--- config.mk ---
export PLATFORM = sky130hd
export DESIGN_NAME = gzip_job_sched_flat
export DESIGN_NICKNAME = d
export VERILOG_FILES = /design/src/rtl/gzip_job_sched_pkg.sv /design/src/rtl/gzip_job_sched_if.sv /design/src/rtl/gzip_job_sched_watchdog.sv /design/src/rtl/gzip_job_sched.sv /design/src/flat_wrapper.sv
export SDC_FILE = /design/constraint.sdc
export NUM_CORES = 1
export LEC_CHECK = 0
export ABC_CLOCK_PERIOD_IN_PS = 2200
export BUFFER_PORTS_ARGS = -buffer_cell sky130_fd_sc_hd__buf_2
export CORE_AREA = 2 2 113 115
export DETAILED_ROUTE_END_ITERATION = 16
export DIE_AREA = 0 0 115 117
export RECOVER_POWER = 100
export SYNTH_ARGS = -nofsm -noshare
export SYNTH_HDL_FRONTEND = slang
export SYNTH_HIERARCHICAL = 1
export SYNTH_SLANG_ARGS = --single-unit
--- constraint.sdc ---
create_clock -name clk -period 2.2 [get_ports clk]
set_clock_uncertainty 0.15 [all_clocks]
set_input_delay 0.11 -clock clk [delete_from_list [all_inputs] [get_ports clk]]
set_output_delay 0.11 -clock clk [all_outputs]
set_load 0.01 [all_outputs]
--- src/rtl/gzip_job_sched_pkg.sv ---
// Shared types and constants for the gzip job scheduler.
package gzip_job_sched_pkg;

  // Scheduler FSM states
  typedef enum logic [1:0] {
    ST_IDLE     = 2'd0,
    ST_CORE_RST = 2'd1,
    ST_RUN      = 2'd2,
    ST_REPORT   = 2'd3
  } state_t;

  // Completion status codes
  localparam logic [1:0] STS_OK        = 2'b00;
  localparam logic [1:0] STS_BTYPE_ERR = 2'b01;
  localparam logic [1:0] STS_BLK_ERR   = 2'b10;
  localparam logic [1:0] STS_TIMEOUT   = 2'b11;

  // DEFLATE block types
  localparam logic [1:0] BTYPE_STORED  = 2'b00;
  localparam logic [1:0] BTYPE_FIXED   = 2'b01;
  localparam logic [1:0] BTYPE_DYNAMIC = 2'b10;
  localparam logic [1:0] BTYPE_ILLEGAL = 2'b11;

  // Status for a normal end-of-stream: block-size error outranks btype error
  function automatic logic [1:0] done_code(input logic blk_err, input logic btype_err);
    logic [1:0] code;
    code = STS_OK;
    if (blk_err) begin
      code = STS_BLK_ERR;
    end else if (btype_err) begin
      code = STS_BTYPE_ERR;
    end
    return code;
  endfunction

endpackage

--- src/rtl/gzip_job_sched_if.sv ---
// Job request / completion status handshake bundle.
interface gzip_job_sched_if;
  logic        job_valid;
  logic        job_ready;
  logic [1:0]  job_btype;
  logic        sts_valid;
  logic        sts_ready;
  logic [1:0]  sts_code;
  logic [31:0] sts_isize;
  logic [31:0] sts_crc;

  // Job submitter / status consumer side
  modport master (
    output job_valid, job_btype, sts_ready,
    input  job_ready, sts_valid, sts_code, sts_isize, sts_crc
  );

  // Scheduler side
  modport slave (
    input  job_valid, job_btype, sts_ready,
    output job_ready, sts_valid, sts_code, sts_isize, sts_crc
  );
endinterface

--- src/rtl/gzip_job_sched_watchdog.sv ---
// Saturating cycle counter that flags when it reaches a programmable limit.
module gzip_watchdog #(
  parameter int W = 24
) (
  input  logic         clk,
  input  logic         rst,
  input  logic         clear,
  input  logic         enable,
  input  logic [W-1:0] limit,
  output logic         expired
);

  logic [W-1:0] count_q;
  logic [W-1:0] count_d;

  // Clear has priority; otherwise count up while enabled and hold at all-ones
  always_comb begin
    count_d = count_q;
    if (clear) begin
      count_d = '0;
    end else if (enable && (count_q != {W{1'b1}})) begin
      count_d = count_q + W'(1);
    end
  end

  // Counter register
  always_ff @(posedge clk) begin
    if (rst) begin
      count_q <= '0;
    end else begin
      count_q <= count_d;
    end
  end

  // A zero limit disables expiry
  assign expired = enable && (limit != '0) && (count_q == limit);

endmodule

--- src/rtl/gzip_job_sched.sv ---
// Sequences one compression job at a time: holds the core in reset,
// runs it under a watchdog, and reports a completion record.
module gzip_job_sched
  import gzip_job_sched_pkg::*;
#(
  parameter int RST_CYCLES = 4,
  parameter int TIMEOUT_W  = 24
) (
  input  logic                 clk,
  input  logic                 rst,
  gzip_job_sched_if.slave      job,
  input  logic [TIMEOUT_W-1:0] timeout_cfg,
  input  logic                 abort,
  output logic                 core_rst_n,
  output logic [1:0]           core_btype,
  input  logic                 core_done,
  input  logic                 core_btype_err,
  input  logic                 core_blk_err,
  input  logic [31:0]          core_isize,
  input  logic [31:0]          core_crc,
  output logic                 busy
);

  localparam logic [3:0] RST_CNT_INIT = 4'(RST_CYCLES);

  state_t      state_q, state_d;
  logic [3:0]  rst_cnt_q, rst_cnt_d;
  logic [1:0]  btype_q, btype_d;
  logic [1:0]  sts_code_q, sts_code_d;
  logic [31:0] sts_isize_q, sts_isize_d;
  logic [31:0] sts_crc_q, sts_crc_d;
  logic        wd_expired;

  // Watchdog is held clear through core reset so it starts from 0 in RUN
  gzip_watchdog #(.W(TIMEOUT_W)) u_watchdog (
    .clk     (clk),
    .rst     (rst),
    .clear   (state_q == ST_CORE_RST),
    .enable  (state_q == ST_RUN),
    .limit   (timeout_cfg),
    .expired (wd_expired)
  );

  // Next-state and completion-record capture
  always_comb begin
    state_d     = state_q;
    rst_cnt_d   = rst_cnt_q;
    btype_d     = btype_q;
    sts_code_d  = sts_code_q;
    sts_isize_d = sts_isize_q;
    sts_crc_d   = sts_crc_q;
    unique case (state_q)
      ST_IDLE: begin
        if (job.job_valid) begin
          if (job.job_btype == BTYPE_ILLEGAL) begin
            // Rejected without ever releasing the core
            state_d     = ST_REPORT;
            sts_code_d  = STS_BTYPE_ERR;
            sts_isize_d = '0;
            sts_crc_d   = '0;
          end else begin
            btype_d   = job.job_btype;
            rst_cnt_d = RST_CNT_INIT;
            state_d   = ST_CORE_RST;
          end
        end
      end
      ST_CORE_RST: begin
        if (abort) begin
          state_d     = ST_REPORT;
          sts_code_d  = STS_TIMEOUT;
          sts_isize_d = core_isize;
          sts_crc_d   = core_crc;
        end else begin
          rst_cnt_d = rst_cnt_q - 4'd1;
          if (rst_cnt_q <= 4'd1) begin
            state_d = ST_RUN;
          end
        end
      end
      ST_RUN: begin
        // abort beats core_done, which beats watchdog expiry
        if (abort) begin
          state_d     = ST_REPORT;
          sts_code_d  = STS_TIMEOUT;
          sts_isize_d = core_isize;
          sts_crc_d   = core_crc;
        end else if (core_done) begin
          state_d     = ST_REPORT;
          sts_code_d  = done_code(core_blk_err, core_btype_err);
          sts_isize_d = core_isize;
          sts_crc_d   = core_crc;
        end else if (wd_expired) begin
          state_d     = ST_REPORT;
          sts_code_d  = STS_TIMEOUT;
          sts_isize_d = core_isize;
          sts_crc_d   = core_crc;
        end
      end
      ST_REPORT: begin
        if (job.sts_ready) begin
          state_d = ST_IDLE;
        end
      end
    endcase
  end

  // State and record registers
  always_ff @(posedge clk) begin
    if (rst) begin
      state_q     <= ST_IDLE;
      rst_cnt_q   <= '0;
      btype_q     <= BTYPE_STORED;
      sts_code_q  <= STS_OK;
      sts_isize_q <= '0;
      sts_crc_q   <= '0;
    end else begin
      state_q     <= state_d;
      rst_cnt_q   <= rst_cnt_d;
      btype_q     <= btype_d;
      sts_code_q  <= sts_code_d;
      sts_isize_q <= sts_isize_d;
      sts_crc_q   <= sts_crc_d;
    end
  end

  assign job.job_ready = (state_q == ST_IDLE) && !rst;
  assign job.sts_valid = (state_q == ST_REPORT);
  assign job.sts_code  = sts_code_q;
  assign job.sts_isize = sts_isize_q;
  assign job.sts_crc   = sts_crc_q;
  assign core_rst_n    = (state_q == ST_RUN);
  assign core_btype    = btype_q;
  assign busy          = (state_q != ST_IDLE);

endmodule

--- src/flat_wrapper.sv ---
// flat-port wrapper written by rule: the top's interface ports become plain ports
module gzip_job_sched_flat import gzip_job_sched_pkg::*;
#(
  parameter int RST_CYCLES = 4,
  parameter int TIMEOUT_W  = 24
)
  (clk, rst, timeout_cfg, abort, core_rst_n, core_btype, core_done, core_btype_err, core_blk_err, core_isize, core_crc, busy, job_job_valid, job_job_btype, job_sts_ready, job_job_ready, job_sts_valid, job_sts_code, job_sts_isize, job_sts_crc);
  gzip_job_sched_if job_i ();
  input  logic clk;
  input  logic rst;
  input  logic [TIMEOUT_W-1:0] timeout_cfg;
  input  logic abort;
  output logic core_rst_n;
  output logic [1:0] core_btype;
  input  logic core_done;
  input  logic core_btype_err;
  input  logic core_blk_err;
  input  logic [31:0] core_isize;
  input  logic [31:0] core_crc;
  output logic busy;
  input wire logic [$bits(job_i.job_valid)-1:0] job_job_valid;
  input wire logic [$bits(job_i.job_btype)-1:0] job_job_btype;
  input wire logic [$bits(job_i.sts_ready)-1:0] job_sts_ready;
  output wire logic [$bits(job_i.job_ready)-1:0] job_job_ready;
  output wire logic [$bits(job_i.sts_valid)-1:0] job_sts_valid;
  output wire logic [$bits(job_i.sts_code)-1:0] job_sts_code;
  output wire logic [$bits(job_i.sts_isize)-1:0] job_sts_isize;
  output wire logic [$bits(job_i.sts_crc)-1:0] job_sts_crc;
  assign job_i.job_valid = job_job_valid;
  assign job_i.job_btype = job_job_btype;
  assign job_i.sts_ready = job_sts_ready;
  assign job_job_ready = job_i.job_ready;
  assign job_sts_valid = job_i.sts_valid;
  assign job_sts_code = job_i.sts_code;
  assign job_sts_isize = job_i.sts_isize;
  assign job_sts_crc = job_i.sts_crc;
  gzip_job_sched #(.RST_CYCLES(RST_CYCLES), .TIMEOUT_W(TIMEOUT_W)) u_core (.clk(clk), .rst(rst), .job(job_i), .timeout_cfg(timeout_cfg), .abort(abort), .core_rst_n(core_rst_n), .core_btype(core_btype), .core_done(core_done), .core_btype_err(core_btype_err), .core_blk_err(core_blk_err), .core_isize(core_isize), .core_crc(core_crc), .busy(busy));
endmodule
---- Yosys cells after proc, flatten, opt, wreduce, memory -nomap -nowiden ----
Cells that the tools add are included.
storage, ports and cells
  register bits after elaboration ......... 98
  input port bits ......................... 98
  output and inout port bits .............. 72
cells by class
  magnitude comparators ................... 1
  mux-type cells .......................... 33
  add/subtract/negate cells ............... 2
  bitwise operators ....................... 1
  reductions and logical operators ........ 15
  equal/unequal tests ..................... 14
operators with widths
  kind                   count
  $mux 32                10
  $pmux 32 s3            2
  $mux 2                 14
  $add 24x1->24 const B  1
  $eq 24x24->1           1
  $ne 24x24->1 const B   1
  $reduce_bool 24->1     1
  $mux 4                 3
  $ne 2x2->1 const B     5
  $pmux 2 s4             1
  $pmux 4 s2             1
  $reduce_and 4->1       2
  $eq 2x2->1 const B     3
  $pmux 2 s3             1
  $reduce_and 5->1       1
  $le 4x1->1 const B     1
  $logic_and 1x1->1      4
  $ne 4x3->1 const B     1
  $reduce_bool 2->1      2
  $sub 4x1->4 const B    1
  $ne 3x2->1 const B     1
  $reduce_and 3->1       1
  $reduce_bool 3->1      1
  $eq 2x1->1 const B     1
  6 further kinds        6

---- Logic depth before layout (Yosys ltp) ----
  word-level depth ........................ 7
  gate-level depth with buffers ........... 12
  gate-level depth less buffers ........... 9

---- Cells and area by module ----
Netlist, hierarchy kept.
by module, submodules not included
  module          cells each  area each (µm²)  instances
  gzip_job_sched  226         2651.3           1
  gzip_watchdog   184         1554.0           1

---- Worst setup path before layout ----
No wires, ideal clock.
  path type ............................... reg-to-reg
  from .................................... register u_core.state_q[0]
  to ...................................... register u_core.sts_crc_q[0] (netlist: u_core/job.sts_crc[0])
  setup slack ............................. -0.299 ns
  cell stages (with the launch flop) ...... 12
  clock period less this slack ............ 2.499 ns
  arrival time ............................ 2.233 ns
  data required time ...................... 1.933 ns
  library setup time ...................... 0.117 ns
  cell sequence ........................... dfxtp_1 inv_1 ha_1 clkbuf_1 nand4_1 a311oi_1 nor4b_2 nor3_2 a21oi_1 buf_2 buf_4 a22o_1
on the way
  cells in the longest elaborated chain, start to end .. 5
ends and longest elaborated chain
  what                            line                           RTL
  start, declared                 gzip_job_sched.sv:26           state_t state_q, state_d;
  start signal, assigned          gzip_job_sched.sv:118          state_q <= state_d;
  $eq 2x2->1                      --
  named net core_rst_n            flat_wrapper.sv:13             output logic core_rst_n;
  $logic_and 1x1->1 (2 in a row)  gzip_job_sched_watchdog.sv:36  assign expired = enable && (limit != '0) && (count_q == limit);
  named net u_core.wd_expired     gzip_job_sched.sv:32           logic wd_expired;
  $ne 4x3->1 (no line)            --
  $reduce_and 5->1 (no line)      --
  end signal, assigned            gzip_job_sched.sv:123          sts_crc_q <= sts_crc_d;
  end, declared                   gzip_job_sched.sv:31           logic [31:0] sts_crc_q, sts_crc_d;
The timed path passes the listed nets, and every way through them passes these cells.
A chain may end at the register's enable or synchronous reset.

---- Worst setup path in the final report ----
  from .................................... register u_core.u_watchdog.count_q[11]
  to ...................................... register u_core.sts_crc_q[10] (netlist: u_core/job.sts_crc[10])
on the way
  cells in the longest elaborated chain, start to end .. 4
ends and longest elaborated chain
  what                         line                           RTL
  start, declared              gzip_job_sched_watchdog.sv:13  logic [W-1:0] count_q;
  start signal, assigned       gzip_job_sched_watchdog.sv:31  count_q <= count_d;
  $eq 24x24->1                 gzip_job_sched_watchdog.sv:36
  $logic_and 1x1->1            gzip_job_sched_watchdog.sv:36
  named net u_core.wd_expired  gzip_job_sched.sv:32
  $ne 4x3->1 (no line)         --
  $reduce_and 5->1 (no line)   --
The timed path passes the listed nets, and every way through them passes these cells.

==> impl_results.md <==
- Mux cell area share after synthesis: 0.004760
- Post-Place Worst Slack: -0.2849 ns
- Largest net degree at the start of global routing: 40
- Antenna-violating nets left: 0
- Startpoint Class: flip-flop
- Syn Inst Count: 410
- Pwr/cell area: 965.3 mW/mm^2
- Die area: 0.01346 sq mm
- Setup TNS: -13.59 ns
- Setup crit end kind: flip-flop
- Synth Area in XOR/XNOR: 0.07498
- Vias: 4244
- DRC viols: 0
- Commonest cells post-synth: 98 x dfxtp_1, 65 x a22o_1, 28 x nor2_1
- DR pass1 iterations: 4
- Io pins: 170
- Netlist cell types: 52
- Multi-input gate area: 0.002130 sq mm
- Adder-cell share of the synthesized area: 0.02380
- Vias/cell: 5.028
- Slowest Stage Delay on Critical Path: 0.34 ns
- # fillers: 1151
- Synth area leaders: dfxtp_1 47%, a22o_1 14%, xor2_1 4.6%
- Leakage: 2.703 nW
- Most common cell in the synthesized netlist: dfxtp_1
- All-Layer GR Usage: 0.1958
- Post-synth top area cell: dfxtp_1
- Max Cap Viol: 0
- Final WS setup: -0.2290 ns
- Crit path max fanout: 17
- Max Freq: 411.7 MHz
- Max-slew violations: 0
- Area Growth Syn to Fin: 55.55%
- RSZ-0062 raised after global routing: true
- Status: complete, but fails checks
- Sequence of cells on the critical path: xor2_1 > nor4_1 > nand4_1 > a311oi_2 > nor4b_2 > nor3_2 > nor3b_4 > buf_6 > buf_12 > a22o_1
- FF/Latch Area: 0.001969 sq mm
- Clock Latency Late Sink: 0.34 ns
- Reg clk slew, reported paths: 0.06 ns
- Failing checks: setup timing
- Core box area: 0.01231 sq mm
- Cts bufs inserted: 9
- Hold WC Path Type: input port to flip-flop
- Starting Density: 0.3416
- H-tree levels: 3
- Ys Warns: 6
- Slew headroom: 0.6429
- Hold Fails Final Rpt: 0
- Finish-stage setup viols: 66
- Synth Area in Compound Gates: 0.2089
- #FFs+latches synth: 98
- Rows: 41
- Die X: 115 um
- Layout cell share with drive strength beyond 1: 0.2824
- WS Path Type: flip-flop to flip-flop
- Avg WL per Cell: 16.31 um
- Total wire length: 13770 um
- Critical path arrival: 2.57 ns
- Initial antenna violation count: 0
- EDFF count, synth: 0
- Routability congestion estimate: 0.8530
- Register area share after synthesis: 0.4665
- Post-Synthesis Cell Area: 0.004205 sq mm
- Post-synthesis simple-gate area fraction: 0.1758
- Slew at the pin closest to its max-slew limit: 0.5356 ns
- CTS Buffer Depth: 2
- First-pass GRT wire length: 20410 um
- Remaining Overflow, GRT: 0
- Critical-path top delay cell: dfxtp_2
- DRT iter0 DRCs: 214
- Die Y: 117 um
- Root Driver: clkbuf_16
- Main combinational cell family by area after synthesis: compound AO/OA/AOI/OAI gates
- Peak supply drop: 0.0004596 V
- Ys async rst share: 0
- WP data required: 2.34 ns
- Synth top area share: 0.4665
- Avg Synthesized Cell Area: 10.26 sq um
- Fin crit share: 1.104
- Vias in the first global route: 4214
- Utilization after layout: 0.5313
- # diodes: 0
- CTS tree: done
- PortBufs: 169
- Fin crit period: 2.429 ns
- # nets final: 795
- Main synth FF type: dfxtp_1
- CTS sink cnt: 98
- Synthesized net count: 516
- Sum of net half-perimeters after detailed placement: 8967 um
[final cells by class]
type | instances | share of cell area
Clock buffer | 11 | 0.03558
Clock inverter | 5 | 0.009564
Inverter | 7 | 0.004017
Multi-Input combinational cell | 283 | 0.3256
Sequential cell | 98 | 0.3011
Tap cell | 150 | 0.02869
Timing Repair Buffer | 290 | 0.2955
[worst max-delay path: cells and delay by family, from the launching register on]
| kind | cells | cell delay (ns) |
|---|---|---|
| AOI/OAI and AO/OA | 2 | 0.47 |
| xor gates and xnor gates | 1 | 0.15 |
| buffers and inverters | 2 | 0.36 |
| DFF | 1 | 0.34 |
| and+or+nand+nor | 5 | 0.89 |
[through the flow]
step,cells,cell area [sq um],hold WS [ns],total power (W)
3_5_place_dp,753,5514,0.1803,0.004555
2_1_floorplan,410,4232,0.09264,0.003704
4_1_cts,841,6569,0.01064,0.006353
5_1_grt,844,6541,0.06308,0.006685
3_3_place_gp,753,5514,0.1754,0.004500
6_report,844,6541,0.02521,0.006314
[registers in the layout, summed over array words and instances, names as in the netlist]
name                       cells
u_core/core_btype              2
u_core/job.sts_code            2
u_core/job.sts_crc            32
u_core/job.sts_isize          32
u_core/rst_cnt_q               4
u_core/state_q                 2
u_core/u_watchdog/count_q     24
[layer usage]
metal / GRT usage / up-vias / routed length (um)
met1: 0.2349 / 1991 / 5936
met5: 0 / - / 0
met2: 0.3424 / 132 / 6934
met4: 0.09317 / 0 / 306
met3: 0.03296 / 27 / 592
li1: - / 2094 / -
[cell usage in the layout, fill, tap and decap left out, types with 3 or more instances in the layout]
cell type and n:
and3_1 5, xor2_1 22, o21ai_0 4, buf_4 39
o21ai_1 6, a22o_1 65, nor4_1 11, dfxtp_1 92
nand4_1 10, nor2_1 27, nand3_1 12, a21oi_1 13
ha_1 6, clkbuf_1 74, clkbuf_16 10, nor3_1 10
buf_6 3, nand2_1 13, dlygate4sd3_1 69, and4_1 3
xnor2_1 11, nor2b_1 3, dfxtp_2 6, or3_1 7
buf_2 99, inv_1 6, buf_12 3, nand2b_1 7
o211ai_1 3, xnor2_2 3
[worst paths after layout]
check	from	endpoint	slack [ns]	depth (start not counted)
min reg2reg	u_core/job.sts_isize[7]	u_core/job.sts_isize[7]	0.32	1
min	job_job_valid	u_core/core_btype[0]	0.03	4
max reg2reg	u_core/u_watchdog/count_q[11]	u_core/job.sts_crc[10]	-0.23	10
max	u_core/u_watchdog/count_q[11]	u_core/job.sts_crc[10]	-0.23	10
[report_power, final]
group	internal [W]	switching, W	leakage (nW)
logic	0.00108	0.00127	1.77
clock network	0.000889	0.000690	0.136
registers	0.00216	0.000238	0.798
total	0.00412	0.00219	2.70
[kinds of logic (layout without fill, tap and decap cells)]
logic type,after synthesis,count (layout)
AND/OR/NAND/NOR,125,125
multiplexers,2,2
XOR/XNOR,36,36
AO/OA/AOI/OAI,111,112
buffers and inverters,30,313
adder cells (fa/ha/maj),8,8
flip-flops,98,98
[what timing repair did]
action	CTS	global route
endpoints found under the setup margin	66	80
hold endpoints to repair	68	0
hold buffers	69	0
buffers inserted	1	0
cloned	2	3
gates resized for setup	5	17
pin swaps	4	15
(Power assumes the default switching activity.)
